==> config.mk <==
export PLATFORM = sky130hd
export DESIGN_NAME = neuron_pe
export DESIGN_NICKNAME = d
export VERILOG_FILES = /design/src/rtl/neuron_pe.sv
export SDC_FILE = /design/constraint.sdc
export NUM_CORES = 1
export LEC_CHECK = 0
export ABC_AREA = 1
export BUFFER_PORTS_ARGS = -buffer_cell sky130_fd_sc_hd__buf_2
export CAP_MARGIN = 20
export CORE_MARGIN = 2
export CORE_UTILIZATION = 55
export CTS_CLUSTER_DIAMETER = 50
export DETAILED_ROUTE_END_ITERATION = 10
export HOLD_SLACK_MARGIN = 0.05
export PLACE_DENSITY = 0.86
export SLEW_MARGIN = 25
export SYNTH_ARGS = -nofsm -noshare
export SYNTH_HDL_FRONTEND = slang
export SYNTH_SLANG_ARGS = --single-unit
==> constraint.sdc <==
create_clock -name clk -period 8.3 [get_ports clk]
set_input_delay 1.66 -clock clk [delete_from_list [all_inputs] [get_ports clk]]
set_output_delay 1.66 -clock clk [all_outputs]
set_load 0.02 [all_outputs]
==> src/rtl/neuron_pe.sv <==
// neuron_pe: streamed signed MAC neuron with bias, ReLU and saturating unsigned output.
// Define NEURON_PE_PIPE_EN to register the product before the accumulate (adds a DRAIN state).
module neuron_pe #(
    parameter int N_INPUTS = 784,
    parameter int DATA_W   = 8,
    parameter int WEIGHT_W = 8,
    parameter int ACC_W    = 32,
    parameter int SHIFT    = 8,
    parameter int OUT_W    = 8
) (
    input  logic                       clk,
    input  logic                       rst,
    input  logic                       start,
    input  logic                       in_valid,
    input  logic signed [DATA_W-1:0]   x_in,
    input  logic signed [WEIGHT_W-1:0] w_in,
    input  logic signed [ACC_W-1:0]    bias,
    output logic                       busy,
    output logic                       ready,
    output logic [OUT_W-1:0]           y_out,
    output logic                       ovf
);
    localparam int CNT_W = N_INPUTS > 1 ? $clog2(N_INPUTS) : 1;
    localparam int P_W = DATA_W + WEIGHT_W;
    typedef enum logic [2:0] {IDLE, ACCUM, DRAIN, BIAS, ACT, DONE} state_t;
    state_t state, state_nx;
    logic start_q, launch, go, last, mac_en, sat_o, clamp;
    logic [CNT_W-1:0] cnt;
    logic signed [P_W-1:0] prod, mac_p;
    logic signed [ACC_W-1:0] acc, addend, sat_sum, shifted;
    logic signed [ACC_W:0] sum;
    assign launch = start & ~start_q;
    assign go = launch && (state == IDLE || state == DONE);
    assign last = in_valid && cnt == CNT_W'(N_INPUTS - 1);
    assign prod = x_in * w_in;
    assign busy = state != IDLE && state != DONE;
`ifdef NEURON_PE_PIPE_EN
    localparam state_t AFTER_ACC = DRAIN;
    logic signed [P_W-1:0] prod_q;
    logic prod_v;
    always_ff @(posedge clk) begin
        if (rst) begin
            prod_q <= '0;
            prod_v <= 1'b0;
        end else begin
            prod_q <= prod;
            prod_v <= state == ACCUM && in_valid;
        end
    end
    assign mac_en = prod_v;
    assign mac_p = prod_q;
`else
    localparam state_t AFTER_ACC = BIAS;
    assign mac_en = state == ACCUM && in_valid;
    assign mac_p = prod;
`endif
    always_comb begin
        addend = state == BIAS ? bias : ACC_W'(mac_p);
        sum = {acc[ACC_W-1], acc} + {addend[ACC_W-1], addend};
        sat_o = sum[ACC_W] ^ sum[ACC_W-1];
        sat_sum = sat_o ? {sum[ACC_W], {(ACC_W-1){~sum[ACC_W]}}} : sum[ACC_W-1:0];
        shifted = acc >>> SHIFT;
        clamp = |shifted[ACC_W-1:OUT_W];
        state_nx = state;
        case (state)
            IDLE, DONE: state_nx = launch ? ACCUM : state;
            ACCUM:      state_nx = last ? AFTER_ACC : ACCUM;
            DRAIN:      state_nx = BIAS;
            BIAS:       state_nx = ACT;
            ACT:        state_nx = DONE;
            default:    state_nx = IDLE;
        endcase
    end
    always_ff @(posedge clk) state <= rst ? IDLE : state_nx;
    always_ff @(posedge clk) begin
        if (rst) begin
            start_q <= 1'b0;
            acc <= '0;
            cnt <= '0;
            ovf <= 1'b0;
            ready <= 1'b0;
            y_out <= '0;
        end else begin
            start_q <= start;
            ready <= state == DONE && !launch;
            if (go) begin
                acc <= '0;
                cnt <= '0;
                ovf <= 1'b0;
            end else begin
                if (mac_en || state == BIAS) begin
                    acc <= sat_sum;
                    ovf <= ovf | sat_o;
                end
                if (state == ACCUM && in_valid && !last) cnt <= cnt + CNT_W'(1);
                if (state == ACT) begin
                    y_out <= acc[ACC_W-1] ? '0 : (clamp ? '1 : shifted[OUT_W-1:0]);
                    ovf <= ovf | (!acc[ACC_W-1] && clamp);
                end
            end
        end
    end
endmodule
== After elaboration in Yosys (flattened, before gate mapping) ==
Index checks and enable logic that the tools add are counted.
Storage, ports and cells
  bits in registers: 56
  latch bits: 0
  bits in writable memories: 0
  memory bits (read-only): 0
  input port bits: 52
  output and inout bits: 11
  memories kept: 0
Cells by class
  $add $sub $neg: 2
  $mul: 1
  divide/modulo/power cells: 0
  $lt $le $gt $ge: 0
  eq/ne operators: 8
  shifts and indexed selects: 0
  multiplexer cells: 9
  bitwise gates (word level): 7
  reductions and logical operators: 19
Operators by type and width (count)
  2-to-1 mux 32 bit: 2
  adder 32 x 32 -> 33 bit: 1
  multiplier 8 x 8 -> 16 bit: 1
  2-to-1 mux 8 bit: 2
  OR reduction 16 bit: 1
  case mux 3 bit (5 select lines): 1
  adder 10 x 1 -> 10 bit (second input constant): 1
  == test 10 bit (second input constant): 1
  logical AND 1 bit: 7
  == test 3 x 2 -> 1 bit (second input constant): 2
  == test 3 bit (second input constant): 2
  OR reduction 2 bit: 2
  == test 3 x 1 -> 1 bit (second input constant): 1
  zero test 1 bit: 3
  zero test 3 bit: 1
  2-to-1 mux 3 bit: 1
  != test 3 bit (second input constant): 1
  NOT 1 bit: 3
  nonzero test 3 bit: 1
  logical OR 1 bit: 2
  2-to-1 mux 1 bit: 2
  2-to-1 mux 2 bit: 1
  != test 2 bit (second input constant): 1
  OR 1 bit: 2
  4 further kinds: 4

== Logic depth before layout (Yosys ltp) ==
  depth after elaboration: 7
  gate-level depth with buffers: 39
  gate-level depth less buffers: 38

== Least setup slack after synthesis ==
No wires, ideal clock.
  path type: in2reg
  from: input w_in[2]
  to: register acc[26]
  setup time: 119 ps
  data arrival time: 7305 ps
  data required time: 8181 ps
  setup slack: 876 ps
  stages: 32
  cells stage by stage: clkbuf_1 nand2_1 inv_1 fa_1 inv_1 fa_1 inv_1 fa_1 inv_1 fa_1 inv_1 ha_1 nand2_1 nor3_1 nand3_1 nand4_1 o21ai_0 a21oi_2 buf_2 nor2_1 ha_1 nand2_1 inv_1 a21oi_1 nand2_1 a21oi_2 nand2_2 nand2_1 nand2_2 a21oi_2 buf_4 a21oi_1
On the way
  cells in the longest elaborated chain, start to end: 5
RTL lines
  start, declared: line 16  | input logic signed [WEIGHT_W-1:0] w_in,
  multiplier 8 x 8 -> 16 bit *: line 35  | assign prod = x_in * w_in;
  2-to-1 mux 32 bit *: line 58  | addend = state == BIAS ? bias : ACC_W'(mac_p);
  adder 32 x 32 -> 33 bit *: line 59  | sum = {acc[ACC_W-1], acc} + {addend[ACC_W-1], addend};
  bitwise XOR 1 bit or NOT 1 bit (tied branches): line 60, 61
  2-to-1 mux 32 bit *: line 61  | sat_sum = sat_o ? {sum[ACC_W], {(ACC_W-1){~sum[ACC_W]}}} : sum[ACC_W-1:0];
  end signal, assigned: line 92  | acc <= sat_sum;
  end, declared: line 30  | logic signed [ACC_W-1:0] acc, addend, sat_sum, shifted;
Every way passes the cells marked *; elsewhere a longest branch is shown, timed or not.
A chain may end at the register's enable or synchronous reset.

== Final worst setup path ==
  from: input w_in[2]
  to: register acc[9]
Same word-level chain as after synthesis.

==> out/qor.yml <==
run_status:
  status: "completed"
die:
  pin_count: 63
  fp.dieH_um: 118.4
  fp.coreArea_mm2: 0.01267
  die_w_um: 118.4
  initial_core_util_pct: 56.76
  die_area_mm2: 0.01401
  rows: 41
yosys:
  yosysTopAreaCell: "dfxtp_1"
  synthFlopType: "dfxtp_1"
  synth_top_cells_by_count: "278 x nand2_1, 208 x inv_1, 101 x nor2_1"
  synthCells: 1099
  ys_warn_count: 0
  syn_nets: 1269
  synth_seq_cells: 56
  synth_area_per_cell_um2: 6.544
  async_flop_share_pct: 0
  syn_area_mm2: 0.007192
  yosysUniqueCellTypes: 41
  synth.most_common_cell: "nand2_1"
  yosys-top-cells-area: "dfxtp_1 16%, fa_1 16%, nand2_1 15%"
  ys_seq_area_share_pct: 15.59
  yosys.area.top_type_share_pct: 15.59
  synth-edff-count: 0
final_layout:
  utilization_pct: 61.17
  nNetsFinal: 1307
  diodes: 0
  areaGrowthSynthToFinish_pct: 7.777
  drive_gt1_share_pct: 9.490
placement:
  dp_hpwl_mm: 13.79
  routabilityCongestion: 1.037
  io_buffers: 62
  pre_cts_slack_ns: 0.3488
sta:
  worstMarginPinSlew_ns: 0.9056
  rsz0062_at_grt: "false"
  fin_crit_sh_pct: 92.54
  max_freq_ghz: 0.1302
  drv_slew: 0
  period_needed_ns: 7.681
  timing.final.ws_setup_ns: 0.6192
  fin_tns_setup_ns: 0
  skew_ns: 0.01119
  relSlewSlack_pct: 39.56
  setup_viol: 0
  hold_viol: 0
global_route:
  grt_antenna_before_repair: 0
  grt_pass1_vias: 6513
  grt_overflow_total: 0
  grt_pass1_wl_mm: 28.83
  grt_use_total_pct: 24.54
  grt_max_degree: 40
worst_setup_path:
  cpMaxStageDelayCell: "fa_1"
  crit_path_end: "acc[9]$_SDFFE_PP0P_"
  path_max_fanout: 25
  worst_path_largest_cell_delay_ns: 0.57
  crit_top_cell: "nand2_1"
  reg2reg_depth: 21
  cp-start-kind: "input pin"
  cp.arrival_ns: 7.87
  worst-r2r-setup-slack_ns: 4.25
  critPathKind: "in -> reg"
  endpoint_kind: "register"
  required_ns: 8.49
  critPathLaunch: "w_in[2]"
  rr_endpoint: "acc[9]$_SDFFE_PP0P_"
  timing.rr.start: "state[1]$_SDFFE_PP0P_"
clocking:
  cts_buffers: 5
  cts-resized-gates: 0
  clkTransAtPathRegs_ns: 0.08
  root_buffer: "clkbuf_16"
  clock_path_buffers: 2
  cts_num_sinks: 56
  cts_tree: "done"
  h-tree-depth: 2
  clock_latency_ns: 0.30
  cts.hold.buffers_added: 0
  cts_setup_buffers: 0
routing:
  antenna_left: 0
  dr_wl_met3_um: 748
  via_count: 6805
  wl_met2_mm: 7.918
  drtPass1Iterations: 6
  drc: 0
  top_layer_used: "met4"
  first_iter_violations: 487
  wl_per_cell_um: 12.67
  wl_mm: 16.60
  routed_via_density: 5.195
  wl_met1_mm: 7.460
worst_hold_path:
  hold_path_class: "reg -> reg"
job:
  max_cap_viol_count: 0
## worst max-delay path, delay by kind of cell
| kind | cells | cell delay [ns] |
|---|---|---|
| and+or+nand+nor | 12 | 1.26 |
| buffers and inverters | 8 | 1.00 |
| adders and majority gates | 6 | 2.86 |
| AOI/OAI and AO/OA | 6 | 1.06 |
## cells by family (layout without fill, tap and decap cells)
family | count (synthesis) | in the layout | share of synthesized area (%)
adders and majority gates | 118 | 118 | 26.37
xor gates and xnor gates | 37 | 37 | 4.506
buffers and inverters | 247 | 286 | 13.31
DFF | 56 | 56 | 15.59
AOI/OAI and AO/OA | 183 | 183 | 13.85
and+or+nand+nor | 458 | 458 | 26.37
## final cells by class
cell class	instances	area [µm²]
multi-input combinational	796	5114
fill	1166	4920
sequential	56	1121
inverter	212	795.8
timing repair buffer	66	352.8
tap	172	215.2
clock buffer	5	125.1
clock inverter	3	27.53
## sequential cells by signal, summed over array words and instances, names as in the netlist
name and flops:
state 3, y_out 8, start_q 1, ready 1, acc 32, ovf 1
cnt 10
## through the flow
| stage | std cells | area (µm²) | hold slack (ns) |
|---|---|---|---|
| 2_1_floorplan | 1099 | 7192 | 0.4453 |
| 3_3_place_gp | 1302 | 7599 | 0.4661 |
| 3_5_place_dp | 1302 | 7599 | 0.4676 |
| 4_1_cts | 1310 | 7751 | 0.4775 |
| 5_1_grt | 1310 | 7751 | 0.5084 |
| 6_report | 1310 | 7751 | 0.4763 |
## how the worst min path moves through the flow
stage / from / to / slack (ns) / cells past startpoint
2_1_floorplan: cnt[9]$_SDFFE_PP0P_ / cnt[9]$_SDFFE_PP0P_ / 0.45 / 2
3_3_place_gp: cnt[9]$_SDFFE_PP0P_ / cnt[9]$_SDFFE_PP0P_ / 0.47 / 2
3_5_place_dp: ovf$_SDFFE_PP0P_ / ovf$_SDFFE_PP0P_ / 0.47 / 2
4_1_cts: ovf$_SDFFE_PP0P_ / ovf$_SDFFE_PP0P_ / 0.48 / 2
5_1_grt: ovf$_SDFFE_PP0P_ / ovf$_SDFFE_PP0P_ / 0.51 / 2
6_report: ovf$_SDFFE_PP0P_ / ovf$_SDFFE_PP0P_ / 0.48 / 2
## layout by cell type (no fill, tap or decap), types with 3 or more instances in the layout
cell type	netlist	layout
nand2_1	278	278
inv_1	208	207
nor2_1	101	101
a21oi_1	86	86
ha_1	62	62
buf_2	2	62
o21ai_0	59	59
fa_1	56	56
dfxtp_1	56	56
nand3_1	27	27
xor2_1	20	20
xnor2_1	17	17
a31oi_1	15	15
nand2_2	14	14
nor3_1	11	11
o21bai_1	6	6
nor4_1	6	6
nand4_1	5	5
a21oi_2	5	5
clkbuf_16	0	5
or2_2	4	4
inv_2	3	4
o21a_1	3	3
or2_1	3	3
buf_4	3	3
## routing by layer
metal	global-route usage, %	up-vias
met3	2.558	40
met1	31.12	3082
li1	-	3489
met5	0	-
met4	8.961	0
met2	43.06	194
Power is not shown: default switching activity piles up to over one toggle a cycle in this logic, so the estimate is an artifact.
